$ cat src/rtl/pipeline_pkg.sv
// Shared definitions for the pixel pipeline: command opcodes, parser states
// and the chroma-key threshold defaults that the keyer also relies on.
package pipeline_pkg;

    localparam logic [7:0] CMD_SET_THRESH  = 8'h10;
    localparam logic [7:0] CMD_SET_ENABLE  = 8'h11;
    localparam logic [7:0] CMD_COMMIT_NOW  = 8'h12;
    localparam logic [7:0] CMD_CLEAR_ERROR = 8'h13;

    localparam logic [4:0] DEF_RED_MAX   = 5'd4;
    localparam logic [5:0] DEF_GREEN_MIN = 6'd44;
    localparam logic [4:0] DEF_BLUE_MAX  = 5'd12;

    typedef enum logic [1:0] {
        ST_IDLE    = 2'd0,
        ST_PAYLOAD = 2'd1,
        ST_APPLY   = 2'd2
    } state_t;

endpackage

$ cat src/rtl/pipeline_chroma_key_config_if.sv
// Byte-wide command stream from the host command decoder.
interface pipeline_chroma_key_config_if;
    logic [7:0] cmd_data;
    logic       cmd_valid;
    logic       cmd_ready;
    logic       cmd_abort;

    modport master (output cmd_data, output cmd_valid, output cmd_abort, input cmd_ready);
    modport slave  (input cmd_data, input cmd_valid, input cmd_abort, output cmd_ready);
endinterface

$ cat src/rtl/pipeline_chroma_key_config.sv
// Chroma-key configuration: parses host commands into a shadow bank and commits
// it atomically to the active bank at a frame boundary or on COMMIT_NOW.
module pipeline_chroma_key_config
    import pipeline_pkg::*;
#(
    parameter int                 R_WIDTH       = 5,
    parameter int                 G_WIDTH       = 6,
    parameter int                 B_WIDTH       = 5,
    parameter logic [R_WIDTH-1:0] RED_DEFAULT   = DEF_RED_MAX,
    parameter logic [G_WIDTH-1:0] GREEN_DEFAULT = DEF_GREEN_MIN,
    parameter logic [B_WIDTH-1:0] BLUE_DEFAULT  = DEF_BLUE_MAX
) (
    input  logic                         clk,
    input  logic                         rst,
    pipeline_chroma_key_config_if.slave  cmd,
    input  logic                         frame_start,
    output logic                         key_enable,
    output logic [R_WIDTH-1:0]           key_red_max,
    output logic [G_WIDTH-1:0]           key_green_min,
    output logic [B_WIDTH-1:0]           key_blue_max,
    output logic                         cfg_pending,
    output logic                         cfg_error
);

    state_t       state_reg, state_next;
    logic [1:0]   cnt_reg, cnt_next;
    logic [7:0]   opcode_reg, opcode_next;
    logic         ready_reg, ready_next;
    logic         err_set;
    logic         hs;
    logic         last_byte;
    logic [7:0]   pbuf_reg [3];

    logic               sh_en_reg, act_en_reg;
    logic [R_WIDTH-1:0] sh_r_reg, act_r_reg;
    logic [G_WIDTH-1:0] sh_g_reg, act_g_reg;
    logic [B_WIDTH-1:0] sh_b_reg, act_b_reg;
    logic               pending_reg, error_reg;

    logic apply_fire, commit_now, set_thr, set_en;
    logic unused_payload;

    // Abort outranks a same-cycle byte, so it also blocks the handshake.
    assign hs        = cmd.cmd_valid && ready_reg && !cmd.cmd_abort;
    assign last_byte = (opcode_reg == CMD_SET_THRESH) ? (cnt_reg == 2'd2) : (cnt_reg == 2'd0);

    always_ff @(posedge clk or posedge rst) begin
        if (rst) begin
            state_reg  <= ST_IDLE;
            cnt_reg    <= 2'd0;
            opcode_reg <= 8'h00;
            ready_reg  <= 1'b0;
        end else begin
            state_reg  <= state_next;
            cnt_reg    <= cnt_next;
            opcode_reg <= opcode_next;
            ready_reg  <= ready_next;
        end
    end

    always_comb begin
        state_next  = state_reg;
        cnt_next    = cnt_reg;
        opcode_next = opcode_reg;
        err_set     = 1'b0;
        if (cmd.cmd_abort) begin
            state_next = ST_IDLE;
            cnt_next   = 2'd0;
        end else begin
            case (state_reg)
                ST_IDLE: begin
                    if (hs) begin
                        cnt_next = 2'd0;
                        case (cmd.cmd_data)
                            CMD_SET_THRESH, CMD_SET_ENABLE: begin
                                opcode_next = cmd.cmd_data;
                                state_next  = ST_PAYLOAD;
                            end
                            CMD_COMMIT_NOW, CMD_CLEAR_ERROR: begin
                                opcode_next = cmd.cmd_data;
                                state_next  = ST_APPLY;
                            end
                            default: err_set = 1'b1;
                        endcase
                    end
                end
                ST_PAYLOAD: begin
                    if (hs) begin
                        cnt_next = cnt_reg + 2'd1;
                        if (last_byte) begin
                            state_next = ST_APPLY;
                        end
                    end
                end
                default: state_next = ST_IDLE;
            endcase
        end
        ready_next = (state_next != ST_APPLY);
    end

    genvar gi;
    generate
        for (gi = 0; gi < 3; gi++) begin : g_pbuf
            always_ff @(posedge clk or posedge rst) begin
                if (rst) begin
                    pbuf_reg[gi] <= 8'h00;
                end else if (state_reg == ST_PAYLOAD && hs && cnt_reg == 2'(gi)) begin
                    pbuf_reg[gi] <= cmd.cmd_data;
                end
            end
        end
    endgenerate

    // Upper payload bits beyond the channel widths are intentionally dropped.
    assign unused_payload = ^{pbuf_reg[0], pbuf_reg[1], pbuf_reg[2]};

    assign apply_fire = (state_reg == ST_APPLY) && !cmd.cmd_abort;
    assign commit_now = apply_fire && (opcode_reg == CMD_COMMIT_NOW);
    assign set_thr    = apply_fire && (opcode_reg == CMD_SET_THRESH);
    assign set_en     = apply_fire && (opcode_reg == CMD_SET_ENABLE);

    always_ff @(posedge clk or posedge rst) begin
        if (rst) begin
            sh_en_reg   <= 1'b0;
            sh_r_reg    <= RED_DEFAULT;
            sh_g_reg    <= GREEN_DEFAULT;
            sh_b_reg    <= BLUE_DEFAULT;
            act_en_reg  <= 1'b0;
            act_r_reg   <= RED_DEFAULT;
            act_g_reg   <= GREEN_DEFAULT;
            act_b_reg   <= BLUE_DEFAULT;
            pending_reg <= 1'b0;
            error_reg   <= 1'b0;
        end else begin
            if (err_set) begin
                error_reg <= 1'b1;
            end else if (apply_fire && opcode_reg == CMD_CLEAR_ERROR) begin
                error_reg <= 1'b0;
            end
            // Active always takes the pre-update shadow, even when a SET lands
            // in the same cycle; that SET then stays pending for the next frame.
            if (commit_now || (frame_start && pending_reg)) begin
                act_en_reg <= sh_en_reg;
                act_r_reg  <= sh_r_reg;
                act_g_reg  <= sh_g_reg;
                act_b_reg  <= sh_b_reg;
            end
            if (set_thr) begin
                sh_r_reg <= pbuf_reg[0][R_WIDTH-1:0];
                sh_g_reg <= pbuf_reg[1][G_WIDTH-1:0];
                sh_b_reg <= pbuf_reg[2][B_WIDTH-1:0];
            end
            if (set_en) begin
                sh_en_reg <= pbuf_reg[0][0];
            end
            if (set_thr || set_en) begin
                pending_reg <= 1'b1;
            end else if (commit_now || frame_start) begin
                pending_reg <= 1'b0;
            end
        end
    end

    assign cmd.cmd_ready   = ready_reg;
    assign key_enable      = act_en_reg;
    assign key_red_max     = act_r_reg;
    assign key_green_min   = act_g_reg;
    assign key_blue_max    = act_b_reg;
    assign cfg_pending     = pending_reg;
    assign cfg_error       = error_reg;

endmodule

$ cat src/flat_wrapper.sv
// flat-port wrapper written by rule: the top's interface ports become plain ports
module pipeline_chroma_key_config_flat import pipeline_pkg::*;
#(
    parameter int                 R_WIDTH       = 5,
    parameter int                 G_WIDTH       = 6,
    parameter int                 B_WIDTH       = 5,
    parameter logic [R_WIDTH-1:0] RED_DEFAULT   = DEF_RED_MAX,
    parameter logic [G_WIDTH-1:0] GREEN_DEFAULT = DEF_GREEN_MIN,
    parameter logic [B_WIDTH-1:0] BLUE_DEFAULT  = DEF_BLUE_MAX
)
  (clk, rst, frame_start, key_enable, key_red_max, key_green_min, key_blue_max, cfg_pending, cfg_error, cmd_cmd_data, cmd_cmd_valid, cmd_cmd_abort, cmd_cmd_ready);
  pipeline_chroma_key_config_if cmd_i ();
  input  logic clk;
  input  logic rst;
  input  logic frame_start;
  output logic key_enable;
  output logic [R_WIDTH-1:0] key_red_max;
  output logic [G_WIDTH-1:0] key_green_min;
  output logic [B_WIDTH-1:0] key_blue_max;
  output logic cfg_pending;
  output logic cfg_error;
  input wire logic [$bits(cmd_i.cmd_data)-1:0] cmd_cmd_data;
  input wire logic [$bits(cmd_i.cmd_valid)-1:0] cmd_cmd_valid;
  input wire logic [$bits(cmd_i.cmd_abort)-1:0] cmd_cmd_abort;
  output wire logic [$bits(cmd_i.cmd_ready)-1:0] cmd_cmd_ready;
  assign cmd_i.cmd_data = cmd_cmd_data;
  assign cmd_i.cmd_valid = cmd_cmd_valid;
  assign cmd_i.cmd_abort = cmd_cmd_abort;
  assign cmd_cmd_ready = cmd_i.cmd_ready;
  pipeline_chroma_key_config #(.R_WIDTH(R_WIDTH), .G_WIDTH(G_WIDTH), .B_WIDTH(B_WIDTH), .RED_DEFAULT(RED_DEFAULT), .GREEN_DEFAULT(GREEN_DEFAULT), .BLUE_DEFAULT(BLUE_DEFAULT)) u_core (.clk(clk), .rst(rst), .cmd(cmd_i), .frame_start(frame_start), .key_enable(key_enable), .key_red_max(key_red_max), .key_green_min(key_green_min), .key_blue_max(key_blue_max), .cfg_pending(cfg_pending), .cfg_error(cfg_error));
endmodule
$ cat config.mk
export PLATFORM = sky130hd
export DESIGN_NAME = pipeline_chroma_key_config_flat
export DESIGN_NICKNAME = d
export VERILOG_FILES = /design/src/rtl/pipeline_pkg.sv /design/src/rtl/pipeline_chroma_key_config_if.sv /design/src/rtl/pipeline_chroma_key_config.sv /design/src/flat_wrapper.sv
export SDC_FILE = /design/constraint.sdc
export NUM_CORES = 1
export LEC_CHECK = 0
export CORE_ASPECT_RATIO = 1.75
export CORE_MARGIN = 3
export CORE_UTILIZATION = 25
export CTS_BUF_LIST = sky130_fd_sc_hd__clkbuf_4
export DETAILED_ROUTE_END_ITERATION = 12
export PLACE_DENSITY = 0.48
export SLEW_MARGIN = 40
export SYNTH_ARGS = -nofsm -noshare
export SYNTH_HDL_FRONTEND = slang
export SYNTH_SLANG_ARGS = --single-unit
$ cat constraint.sdc
create_clock -name clk -period 5.66 [get_ports clk]
set_clock_uncertainty 0.15 [all_clocks]
set_input_delay 0.566 -clock clk [delete_from_list [all_inputs] [get_ports clk]]
set_output_delay 0.566 -clock clk [all_outputs]
set_load 0.02 [all_outputs]
==> flow_summary.toml <==
[global_route]
grt_pass1_vias = 1600
grt_pass1_wl_um = 8390
antenna_found_initial = 1
grtUsageTotal_pct = 9.32
grt_overflow = 0
grt_max_degree = 66

[critical_path]
crit_chain = "clkdlybuf4s50_1 -> or3b_2 -> or4_4 -> or3_2 -> mux2_4"
r2r_cells = 4
cp-startpoint = "cmd_cmd_abort"
crit_type = "in -> reg"
cp_max_fo = 16
r2r_start = "u_core.opcode_reg[2]$_DFFE_PP0P_"
cp.arrival_ps = 3050
regToRegEndpoint = "u_core.sh_g_reg[4]$_DFFE_PP0P_"
required_ps = 5790
endpoint_kind = "flop"
cp_slowest_stage_delay_ps = 680
slowest_stage = "or3_2"
start_kind = "input pin"
rrSetupSlack_ps = 2890

[yosys]
ys_ff_latch = 65
yosysSeqAreaShare_pct = 61.8
ys_async_sr_fraction_pct = 100
avgSynthCellArea_um2 = 14.8
synth_area_um2 = 2660
netlist_instances = 180
dominantRegCellSynth = "dfrtp_1"
yosys_warnings = 0
synth_nets = 196
synth_edf_count = 0
synth_cell_types = 34

[cells_and_area]
seqCellArea_um2 = 1640
area_delta_synth_final_pct = 21.5
fillers = 1057
multi_input_area_um2 = 963
final_nets = 238
stdcell_area_um2 = 3230
drive_gt1_share_pct = 38.3
largest_register_ffs = 16
stdcell_count = 355
utilization_pct = 31.4

[clock_tree]
path_clk_slew_ps = 100
holdBufCountCts = 0
h-tree-depth = 3
post_cts_resized = 0
post_cts_buffers = 0
worstSkewPairLatency_ps = 400
cts_tree = "done"
clk_path_buf_depth = 2
root_buffer = "clkbuf_4"
cts_sinks = 65
cts_buffers = 9

[hold_path]
min_path_cells = 1
hp-start = "u_core.opcode_reg[4]$_DFFE_PP0P_"
hold_path_end = "u_core.opcode_reg[4]$_DFFE_PP0P_"
hold_class = "reg -> reg"

[route]
drtIter0Drc = 46
via_per_inst = 4.32
ant_nets = 0
drc_errors = 0
wirelength_um = 4990
drt-pass1-iter-count = 4
wl_per_cell_um = 14.0
vias = 1535

[placed_design]
place_congestion = 0.766
hpwl_um = 3600
dp_cells = 338
port_buffers = 32
pre_cts_ws_ps = 2290
place_area_um2 = 3120

[sta]
timing.final.ws_setup_ps = 2740
rsz0062_at_grt = "no"
timing.slew.headroom_pct = 60.6
drv_slew = 0
hold_viol_final = 0
fin_crit_ps = 2920
fin_crit_sh_pct = 51.5
worst_pin_slew_ps = 592
setup_viol = 0
max_freq_mhz = 343
fin_tns_setup_ps = 0

[floorplanning]
die-area_um2 = 12000
start_util_pct = 25.8
rows = 49
pin_count = 33
core_um2 = 10300
die_w_um = 83.9
die_y_um = 142

[pwr]
p_leak_nw = 1.53
power_density_nw_per_um2 = 234
ir_drop_mv = 0.114

[run_status]
outcome = "complete, no violations"

[flow_run]
maxCapViolCount = 0
-- final cells by class --
class                           instances  share of cell area (%)
Timing Repair Buffer                   34                    10.5
Inverter                                5                   0.581
Clock inverter                          5                   0.697
Multi-Input combinational cell        107                    29.8
Antenna cell                            1                  0.0775
Sequential cell                        65                    50.8
Clock buffer                           11                    2.56
Tap cell                              127                    4.92
-- placed cells by master (no fill, tap or decap) --
| cell | count |
|---|---|
| and2_1 | 5 |
| o21ai_0 | 6 |
| inv_1 | 4 |
| dfstp_2 | 12 |
| ha_1 | 3 |
| nand2_1 | 10 |
| nor4_1 | 1 |
| nor2_1 | 5 |
| or4b_4 | 1 |
| nor4b_1 | 1 |
| clkbuf_4 | 11 |
| buf_6 | 1 |
| and2_2 | 1 |
| nand3_1 | 3 |
| and3b_1 | 1 |
| mux2i_1 | 1 |
| clkdlybuf4s50_1 | 32 |
| a32oi_1 | 1 |
| and3_1 | 2 |
| a21oi_1 | 3 |
| clkinv_2 | 3 |
| nor2b_1 | 1 |
| clkinv_1 | 2 |
| nand4_1 | 1 |
| or3b_2 | 1 |
| mux2_2 | 41 |
| or4_1 | 1 |
| or4_4 | 1 |
| mux2_4 | 10 |
| or3_2 | 2 |
| o21a_1 | 1 |
| or2_2 | 1 |
| dfrtp_1 | 53 |
| nand2b_1 | 2 |
| buf_4 | 1 |
| o32ai_1 | 1 |
| inv_2 | 1 |
| diode_2 | 1 |
-- routing by layer --
layer,wire [µm],track usage (%)
met3,181,3.13
met1,2080,9.86
met2,2610,16.2
met5,0,0
met4,119,5.08
-- where the power goes --
part | total, mW | switching [mW] | internal [mW]
Sequential | 0.470 | 0.00252 | 0.467
Combinational | 0.0332 | 0.0188 | 0.0144
Clock | 0.252 | 0.157 | 0.0953
-- logic make-up (layout without fill, tap and decap cells) --
| family | after synthesis | in the layout | synth area share [%] |
|---|---|---|---|
| adders and majority gates | 3 | 3 | 1.41 |
| buffers and inverters | 8 | 55 | 2.02 |
| DFF | 65 | 65 | 61.8 |
| and+or+nand+nor | 40 | 40 | 8.76 |
| muxes | 52 | 52 | 23.4 |
| other | 0 | 1 | 0 |
| AOI/OAI and AO/OA | 12 | 12 | 2.64 |
-- how the worst max path moves through the flow --
stage	cells after the start	end	slack, ps
finish	5	u_core.sh_g_reg[4]$_DFFE_PP0P_	2740
CTS	5	u_core.sh_g_reg[4]$_DFFE_PP0P_	2750
global placement	5	u_core.sh_r_reg[1]$_DFFE_PP0P_	2240
detailed placement	5	u_core.sh_r_reg[1]$_DFFE_PP0P_	2290
floorplan	6	u_core.sh_b_reg[4]$_DFFE_PP0P_	3030
global route	5	u_core.sh_b_reg[4]$_DFFE_PP0P_	2720
-- synthesized netlist by cell type, types with 2 or more instances --
master | n | area (µm²)
and2_1 | 5 | 31.3
nand2_1 | 10 | 37.5
nand2b_1 | 2 | 12.5
nor2_1 | 5 | 18.8
o21ai_0 | 6 | 30.0
mux2_4 | 10 | 150
a21oi_1 | 3 | 15.0
nand3_1 | 3 | 15.0
inv_1 | 5 | 18.8
dfrtp_1 | 53 | 1330
mux2_2 | 41 | 462
ha_1 | 3 | 37.5
dfstp_2 | 12 | 315
and3_1 | 2 | 12.5
-- worst max-delay path, delay by kind of cell --
family        cells  cell delay (ps)
mux               1              370
simple gates      3             1650
buf+inv           1              460
-- stage by stage --
step	hold slack [ps]	total power, mW
floorplan	276	0.495
global placement	292	0.513
finish	322	0.755
detailed placement	295	0.513
CTS	324	0.776
global route	368	0.801
Note: power is estimated with default switching activity, not from simulation.
